File: config.mk
export PLATFORM = sky130hd
export DESIGN_NAME = registrador_flags_nzcv_flat
export DESIGN_NICKNAME = d
export VERILOG_FILES = /design/src/rtl/registrador_flags_nzcv_pkg.sv /design/src/rtl/registrador_flags_nzcv_if.sv /design/src/rtl/registrador_flags_nzcv_calc_prox_nzcv.sv /design/src/rtl/registrador_flags_nzcv.sv /design/src/flat_wrapper.sv
export SDC_FILE = /design/constraint.sdc
export NUM_CORES = 1
export LEC_CHECK = 0
export BUFFER_PORTS_ARGS = -buffer_cell sky130_fd_sc_hd__buf_2
export CORE_UTILIZATION = 36
export DETAILED_ROUTE_END_ITERATION = 16
export PLACE_DENSITY = 0.7
export REMOVE_ABC_BUFFERS = 1
export SETUP_SLACK_MARGIN = 0.3
export SYNTH_ARGS = -nofsm -noshare
export SYNTH_HDL_FRONTEND = slang
export SYNTH_SLANG_ARGS = --single-unit
File: constraint.sdc
create_clock -name Clock -period 1.4 [get_ports Clock]
set_clock_uncertainty 0.2 [all_clocks]
set_input_delay 0.28 -clock Clock [delete_from_list [all_inputs] [get_ports Clock]]
set_output_delay 0.28 -clock Clock [all_outputs]
set_load 0.03 [all_outputs]
File: src/rtl/registrador_flags_nzcv_pkg.sv
// Shared types for the NZCV flag register slice.
// Flag bit positions, the 4-bit flag vector and the exception FSM states.
package pacote_arm;

  localparam int IDX_N = 3;
  localparam int IDX_Z = 2;
  localparam int IDX_C = 1;
  localparam int IDX_V = 0;

  typedef logic [3:0] nzcv_t;

  typedef enum logic {
    NORM = 1'b0,
    EXC  = 1'b1
  } estado_t;

endpackage

File: src/rtl/registrador_flags_nzcv_if.sv
// Flag register bus: ALU/shifter flags, MSR write and exception events in,
// current flags, saved flags, exception state and error pulse out.
interface registrador_flags_nzcv_if;
  import pacote_arm::*;

  logic  AluValid;
  logic  SetFlags;
  logic  Inibe;
  logic  LogicOp;
  logic  AluN;
  logic  AluZ;
  logic  AluC;
  logic  AluV;
  logic  ShiftC;
  logic  MsrWrite;
  nzcv_t MsrData;
  logic  ExcEntry;
  logic  ExcReturn;
  nzcv_t FlagsNZCV;
  nzcv_t Spsr;
  logic  EmExcecao;
  logic  Erro;

  modport master (
    output AluValid, SetFlags, Inibe, LogicOp,
    output AluN, AluZ, AluC, AluV, ShiftC,
    output MsrWrite, MsrData, ExcEntry, ExcReturn,
    input  FlagsNZCV, Spsr, EmExcecao, Erro
  );

  modport slave (
    input  AluValid, SetFlags, Inibe, LogicOp,
    input  AluN, AluZ, AluC, AluV, ShiftC,
    input  MsrWrite, MsrData, ExcEntry, ExcReturn,
    output FlagsNZCV, Spsr, EmExcecao, Erro
  );

endinterface

File: src/rtl/registrador_flags_nzcv_calc_prox_nzcv.sv
// Combinational next-NZCV from MSR write, ALU update or hold.
// Ports: current flags and ALU/shifter/MSR inputs in, candidate flags out.
module calc_prox_nzcv
  import pacote_arm::*;
(
  input  nzcv_t atual,
  input  logic  alu_valid,
  input  logic  set_flags,
  input  logic  inibe,
  input  logic  logic_op,
  input  logic  alu_n,
  input  logic  alu_z,
  input  logic  alu_c,
  input  logic  alu_v,
  input  logic  shift_c,
  input  logic  msr_write,
  input  nzcv_t msr_data,
  output nzcv_t proximo
);

  logic alu_upd;

  assign alu_upd = alu_valid & set_flags & ~inibe;

  always_comb begin
    proximo = atual;
    if (msr_write) begin
      proximo = msr_data;
    end else if (alu_upd) begin
      proximo[IDX_N] = alu_n;
      proximo[IDX_Z] = alu_z;
      if (logic_op) begin
        proximo[IDX_C] = shift_c;
      end else begin
        proximo[IDX_C] = alu_c;
        proximo[IDX_V] = alu_v;
      end
    end
  end

endmodule

File: src/rtl/registrador_flags_nzcv.sv
// Architectural NZCV register with one SPSR copy and exception FSM.
// Ports: Clock, Reset (sync, active-high), bus (slave). Macro FLAGS_BYPASS_EN.
module registrador_flags_nzcv
  import pacote_arm::*;
#(
  parameter nzcv_t RESET_NZCV = 4'b0000,
  parameter nzcv_t RESET_SPSR = 4'b0000
) (
  input logic                    Clock,
  input logic                    Reset,
  registrador_flags_nzcv_if.slave bus
);

  nzcv_t   nzcv_q, nzcv_d, calc_nzcv;
  nzcv_t   spsr_q, spsr_d;
  estado_t estado_q, estado_d;
  logic    erro_q, erro_d;
  logic    ambos, entrada, retorno;
  logic    ret_legal;

  // Simultaneous entry and return cancel each other and count as illegal.
  assign ambos   = bus.ExcEntry & bus.ExcReturn;
  assign entrada = bus.ExcEntry & ~bus.ExcReturn;
  assign retorno = bus.ExcReturn & ~bus.ExcEntry;

  calc_prox_nzcv u_calc (
    .atual     (nzcv_q),
    .alu_valid (bus.AluValid),
    .set_flags (bus.SetFlags),
    .inibe     (bus.Inibe),
    .logic_op  (bus.LogicOp),
    .alu_n     (bus.AluN),
    .alu_z     (bus.AluZ),
    .alu_c     (bus.AluC),
    .alu_v     (bus.AluV),
    .shift_c   (bus.ShiftC),
    .msr_write (bus.MsrWrite),
    .msr_data  (bus.MsrData),
    .proximo   (calc_nzcv)
  );

  always_comb begin
    estado_d  = estado_q;
    spsr_d    = spsr_q;
    erro_d    = ambos;
    ret_legal = 1'b0;
    unique case (estado_q)
      NORM: begin
        if (entrada) begin
          estado_d = EXC;
          spsr_d   = nzcv_q;
        end else if (retorno) begin
          erro_d = 1'b1;
        end
      end
      EXC: begin
        if (retorno) begin
          estado_d  = NORM;
          ret_legal = 1'b1;
        end else if (entrada) begin
          erro_d = 1'b1;
        end
      end
      default: begin
        estado_d = NORM;
      end
    endcase
  end

  assign nzcv_d = ret_legal ? spsr_q : calc_nzcv;

  always_ff @(posedge Clock) begin
    if (Reset) begin
      nzcv_q   <= RESET_NZCV;
      spsr_q   <= RESET_SPSR;
      estado_q <= NORM;
      erro_q   <= 1'b0;
    end else begin
      nzcv_q   <= nzcv_d;
      spsr_q   <= spsr_d;
      estado_q <= estado_d;
      erro_q   <= erro_d;
    end
  end

`ifdef FLAGS_BYPASS_EN
  // Forward MSR/ALU results; the SPSR restore stays registered so the
  // Inibe path through the validation stage does not form a loop.
  assign bus.FlagsNZCV = calc_nzcv;
`else
  assign bus.FlagsNZCV = nzcv_q;
`endif

  assign bus.Spsr      = spsr_q;
  assign bus.EmExcecao = (estado_q == EXC);
  assign bus.Erro      = erro_q;

endmodule

File: src/flat_wrapper.sv
// flat-port wrapper written by rule: the top's interface ports become plain ports
module registrador_flags_nzcv_flat import pacote_arm::*;
#(
  parameter nzcv_t RESET_NZCV = 4'b0000,
  parameter nzcv_t RESET_SPSR = 4'b0000
)
  (Clock, Reset, bus_AluValid, bus_SetFlags, bus_Inibe, bus_LogicOp, bus_AluN, bus_AluZ, bus_AluC, bus_AluV, bus_ShiftC, bus_MsrWrite, bus_MsrData, bus_ExcEntry, bus_ExcReturn, bus_FlagsNZCV, bus_Spsr, bus_EmExcecao, bus_Erro);
  registrador_flags_nzcv_if bus_i ();
  input logic Clock;
  input logic Reset;
  input wire logic [$bits(bus_i.AluValid)-1:0] bus_AluValid;
  input wire logic [$bits(bus_i.SetFlags)-1:0] bus_SetFlags;
  input wire logic [$bits(bus_i.Inibe)-1:0] bus_Inibe;
  input wire logic [$bits(bus_i.LogicOp)-1:0] bus_LogicOp;
  input wire logic [$bits(bus_i.AluN)-1:0] bus_AluN;
  input wire logic [$bits(bus_i.AluZ)-1:0] bus_AluZ;
  input wire logic [$bits(bus_i.AluC)-1:0] bus_AluC;
  input wire logic [$bits(bus_i.AluV)-1:0] bus_AluV;
  input wire logic [$bits(bus_i.ShiftC)-1:0] bus_ShiftC;
  input wire logic [$bits(bus_i.MsrWrite)-1:0] bus_MsrWrite;
  input wire logic [$bits(bus_i.MsrData)-1:0] bus_MsrData;
  input wire logic [$bits(bus_i.ExcEntry)-1:0] bus_ExcEntry;
  input wire logic [$bits(bus_i.ExcReturn)-1:0] bus_ExcReturn;
  output wire logic [$bits(bus_i.FlagsNZCV)-1:0] bus_FlagsNZCV;
  output wire logic [$bits(bus_i.Spsr)-1:0] bus_Spsr;
  output wire logic [$bits(bus_i.EmExcecao)-1:0] bus_EmExcecao;
  output wire logic [$bits(bus_i.Erro)-1:0] bus_Erro;
  assign bus_i.AluValid = bus_AluValid;
  assign bus_i.SetFlags = bus_SetFlags;
  assign bus_i.Inibe = bus_Inibe;
  assign bus_i.LogicOp = bus_LogicOp;
  assign bus_i.AluN = bus_AluN;
  assign bus_i.AluZ = bus_AluZ;
  assign bus_i.AluC = bus_AluC;
  assign bus_i.AluV = bus_AluV;
  assign bus_i.ShiftC = bus_ShiftC;
  assign bus_i.MsrWrite = bus_MsrWrite;
  assign bus_i.MsrData = bus_MsrData;
  assign bus_i.ExcEntry = bus_ExcEntry;
  assign bus_i.ExcReturn = bus_ExcReturn;
  assign bus_FlagsNZCV = bus_i.FlagsNZCV;
  assign bus_Spsr = bus_i.Spsr;
  assign bus_EmExcecao = bus_i.EmExcecao;
  assign bus_Erro = bus_i.Erro;
  registrador_flags_nzcv #(.RESET_NZCV(RESET_NZCV), .RESET_SPSR(RESET_SPSR)) u_core (.Clock(Clock), .Reset(Reset), .bus(bus_i));
endmodule
==> summary.md <==
| Metric | Value |
|---|---|
| Synth async-reset ratio | `0` |
| CTS max path bufs | `2` |
| CTS root buffer | `clkbuf_4` |
| CTS tree | `yes` |
| Max Clk Rate | `735.8 MHz` |
| Cell Area, Placed | `674.4 sq um` |
| Area Growth Syn to Fin | `83.85%` |
| Worst hold path type | `input pin to flip-flop` |
| Num CTS Buffers | `3` |
| Top-count cell post-synth | `dfxtp_1` |
| Status | `completed` |
| Post-synth top cells | `dfxtp_1 (10), nor2_1 (9), mux2i_1 (6)` |
| RSZ-0062 raised after global routing | `true` |
| Crit Path Class | `flip-flop to primary output` |
| Max_slew headroom | `0.8456` |
| Core Box Area | `1186 sq um` |
| Synthesis-stage register bit count | `10` |
| Pleak | `0.0004406 uW` |
| CTS Sinks | `10` |
| Antenna violations before repair | `0` |
| WP data required | `0.92 ns` |
| Sequential area share after synthesis | `0.4103` |
| CP arrival | `0.88 ns` |
| H-tree levels | `1` |
| PwrDens | `902.7 nW/um^2` |
| Die Ht | `38.82 um` |
| Hold Violations, Final | `0` |
| Initial detailed-routing violation count | `13` |
| Fin crit period | `1.359 ns` |
| Grt ovf | `0` |
| GPL Wtd Cong | `0.7426` |
| Final #Nets | `114` |
| Most frequent CP cell | `buf_6` |
| Final setup TNS | `0 ns` |
| Ys flop type | `dfxtp_1` |
| Clk_lat worst skew | `0.27 ns` |
| Die Width | `38.82 um` |
| Detail Route Antenna Nets | `0` |
| CP Max Fanout | `4` |
| Share of cells above drive strength 1 | `0.6842` |
| DR WL/cell | `13.34 um` |
| Critical Path Source Type | `flip-flop` |
| Vias in the first global route | `565` |
| ANT cells | `0` |
| Post-synth top area share | `0.4103` |
| Final cell count without fillers | `109` |
| Post-synth top area cell | `dfxtp_1` |
| GR Util All Layers | `0.2440` |
| Critical Path, Cell by Cell | `buf_6 -> buf_6` |
| Synth Cell Area | `488.0 sq um` |
| Clock slew at reported path FFs | `0.07 ns` |
| Initial core utilization | `0.4114` |
| I/O Buffers | `27` |
| Largest net degree at the start of global routing | `11` |
| Pre-antenna DRT Iters | `4` |
| Critical path buffers and inverters | `2` |
| Period utilization | `0.9708` |
| Top cells by area, synth | `dfxtp_1 (41%), mux2i_1 (12%), nor2_1 (6.9%)` |
| Warnings from Yosys | `0` |
| Setup crit end kind | `primary output` |
| First-pass GRT wire length | `2373 um` |
| Dpl cells | `96` |
| CTS Hold Buffers Added | `0` |
| Peak supply drop | `772.6 uV` |
| Max cap viols | `0` |
| DRC | `0` |
| Setup WS pre-CTS | `-0.07753 ns` |
| Detailed Route WL | `1454 um` |
| Fin area | `897.1 sq um` |
| Worst Tran Pin Value | `0.2310 ns` |
| Syn_area_per_cell | `9.568 sq um` |
| Syn Inst Count | `51` |
| # setup viols final | `0` |
| Rows | `12` |
| Post-DP HPWL | `889.5 um` |
| CP max-delay cell | `dfxtp_4` |
| Final Max Slew Viols | `0` |
| Via-per-instance ratio | `5.183` |
| Number of distinct library cells after synthesis | `22` |
| DIE AREA | `1507 sq um` |
| CP delay by family, top | `flip-flops` |
| Number of synthesized flops with an enable pin | `0` |
| # IOs | `28` |
| Max incr delay on CP | `0.37 ns` |
| Vias | `565` |
| Worst Setup Slack, final | `0.04087 ns` |
-- metal layers --
layer / track usage / up-vias / routed length [um]
li1: - / 276 / -
met4: 0.07759 / 0 / 21
met3: 0.1214 / 4 / 73
met1: 0.2160 / 264 / 531
met5: 0 / - / 0
met2: 0.4667 / 21 / 828
-- timing repair --
action                                  CTS  global route
buffers inserted                          8             1
endpoints found under the hold margin     0             0
pin swaps                                 4             4
resized for setup                        37             3
endpoints found under the setup margin   19            20
-- through the flow --
step	total power (uW)	util	hold WS, ns
after global placement	478.5	0.5686	0.2937
after detailed placement	482.7	0.5686	0.3047
after floorplan	413.9	-	0.1491
final	809.8	0.7563	0.09827
after global routing	846.7	0.7563	0.09919
after CTS	801.0	0.7384	0.08864
-- kinds of logic (layout without fill, tap and decap cells) --
logic type             count (synthesis)  in the layout  synth area share
AOI/OAI and AO/OA                      9              9            0.1308
buffers and inverters                  2             46           0.01537
DFF                                   10             10            0.4103
muxes                                  8              8            0.1769
and+or+nand+nor                       22             22            0.2667
-- registers in the layout (all words and copies together) (netlist names) --
signal                count
u_core.bus.FlagsNZCV      4
u_core.bus.Spsr           4
u_core.bus.EmExcecao      1
u_core.bus.Erro           1
-- path summary, 6_finish.rpt --
path / startpoint / end / slack, ns / depth (start not counted)
min: Reset / u_core.bus.FlagsNZCV[0]$_SDFFE_PP0P_ / 0.1 / 2
max: u_core.bus.EmExcecao$_SDFF_PP0_ / bus_EmExcecao / 0.04 / 2
max reg2reg: u_core.bus.EmExcecao$_SDFF_PP0_ / u_core.bus.EmExcecao$_SDFF_PP0_ / 0.08 / 6
min reg2reg: u_core.bus.Spsr[0]$_SDFFE_PP0P_ / u_core.bus.Spsr[0]$_SDFFE_PP0P_ / 0.32 / 2
-- layout by cell type (no fill, tap or decap), drive strengths merged --
cell type / instances
o2bb2ai: 2
a311oi: 1
o22ai: 2
nand3: 1
nor3: 2
nor2b: 1
nand2: 2
o211ai: 2
a21oi: 2
nand2b: 1
nor3b: 1
or2: 2
dfxtp: 10
nand3b: 2
buf: 41
nor2: 9
nand4b: 1
clkbuf: 4
inv: 1
mux2i: 6
mux2: 2
-- cell type report --
class | count | area (sq um)
Timing Repair Buffer | 41 | 317.8
Multi-Input combinational cell | 39 | 306.5
Fill cell | 84 | 289.0
Sequential cell | 10 | 215.2
Clock buffer | 4 | 36.28
Tap cell | 14 | 17.52
Inverter | 1 | 3.754
-- power breakdown --
group	switching (uW)	internal [uW]
Sequential	15.0	305
Combinational	105	121
Clock	106	158
Total	225	585
No activity file was read; power rests on OpenSTA's default activity.
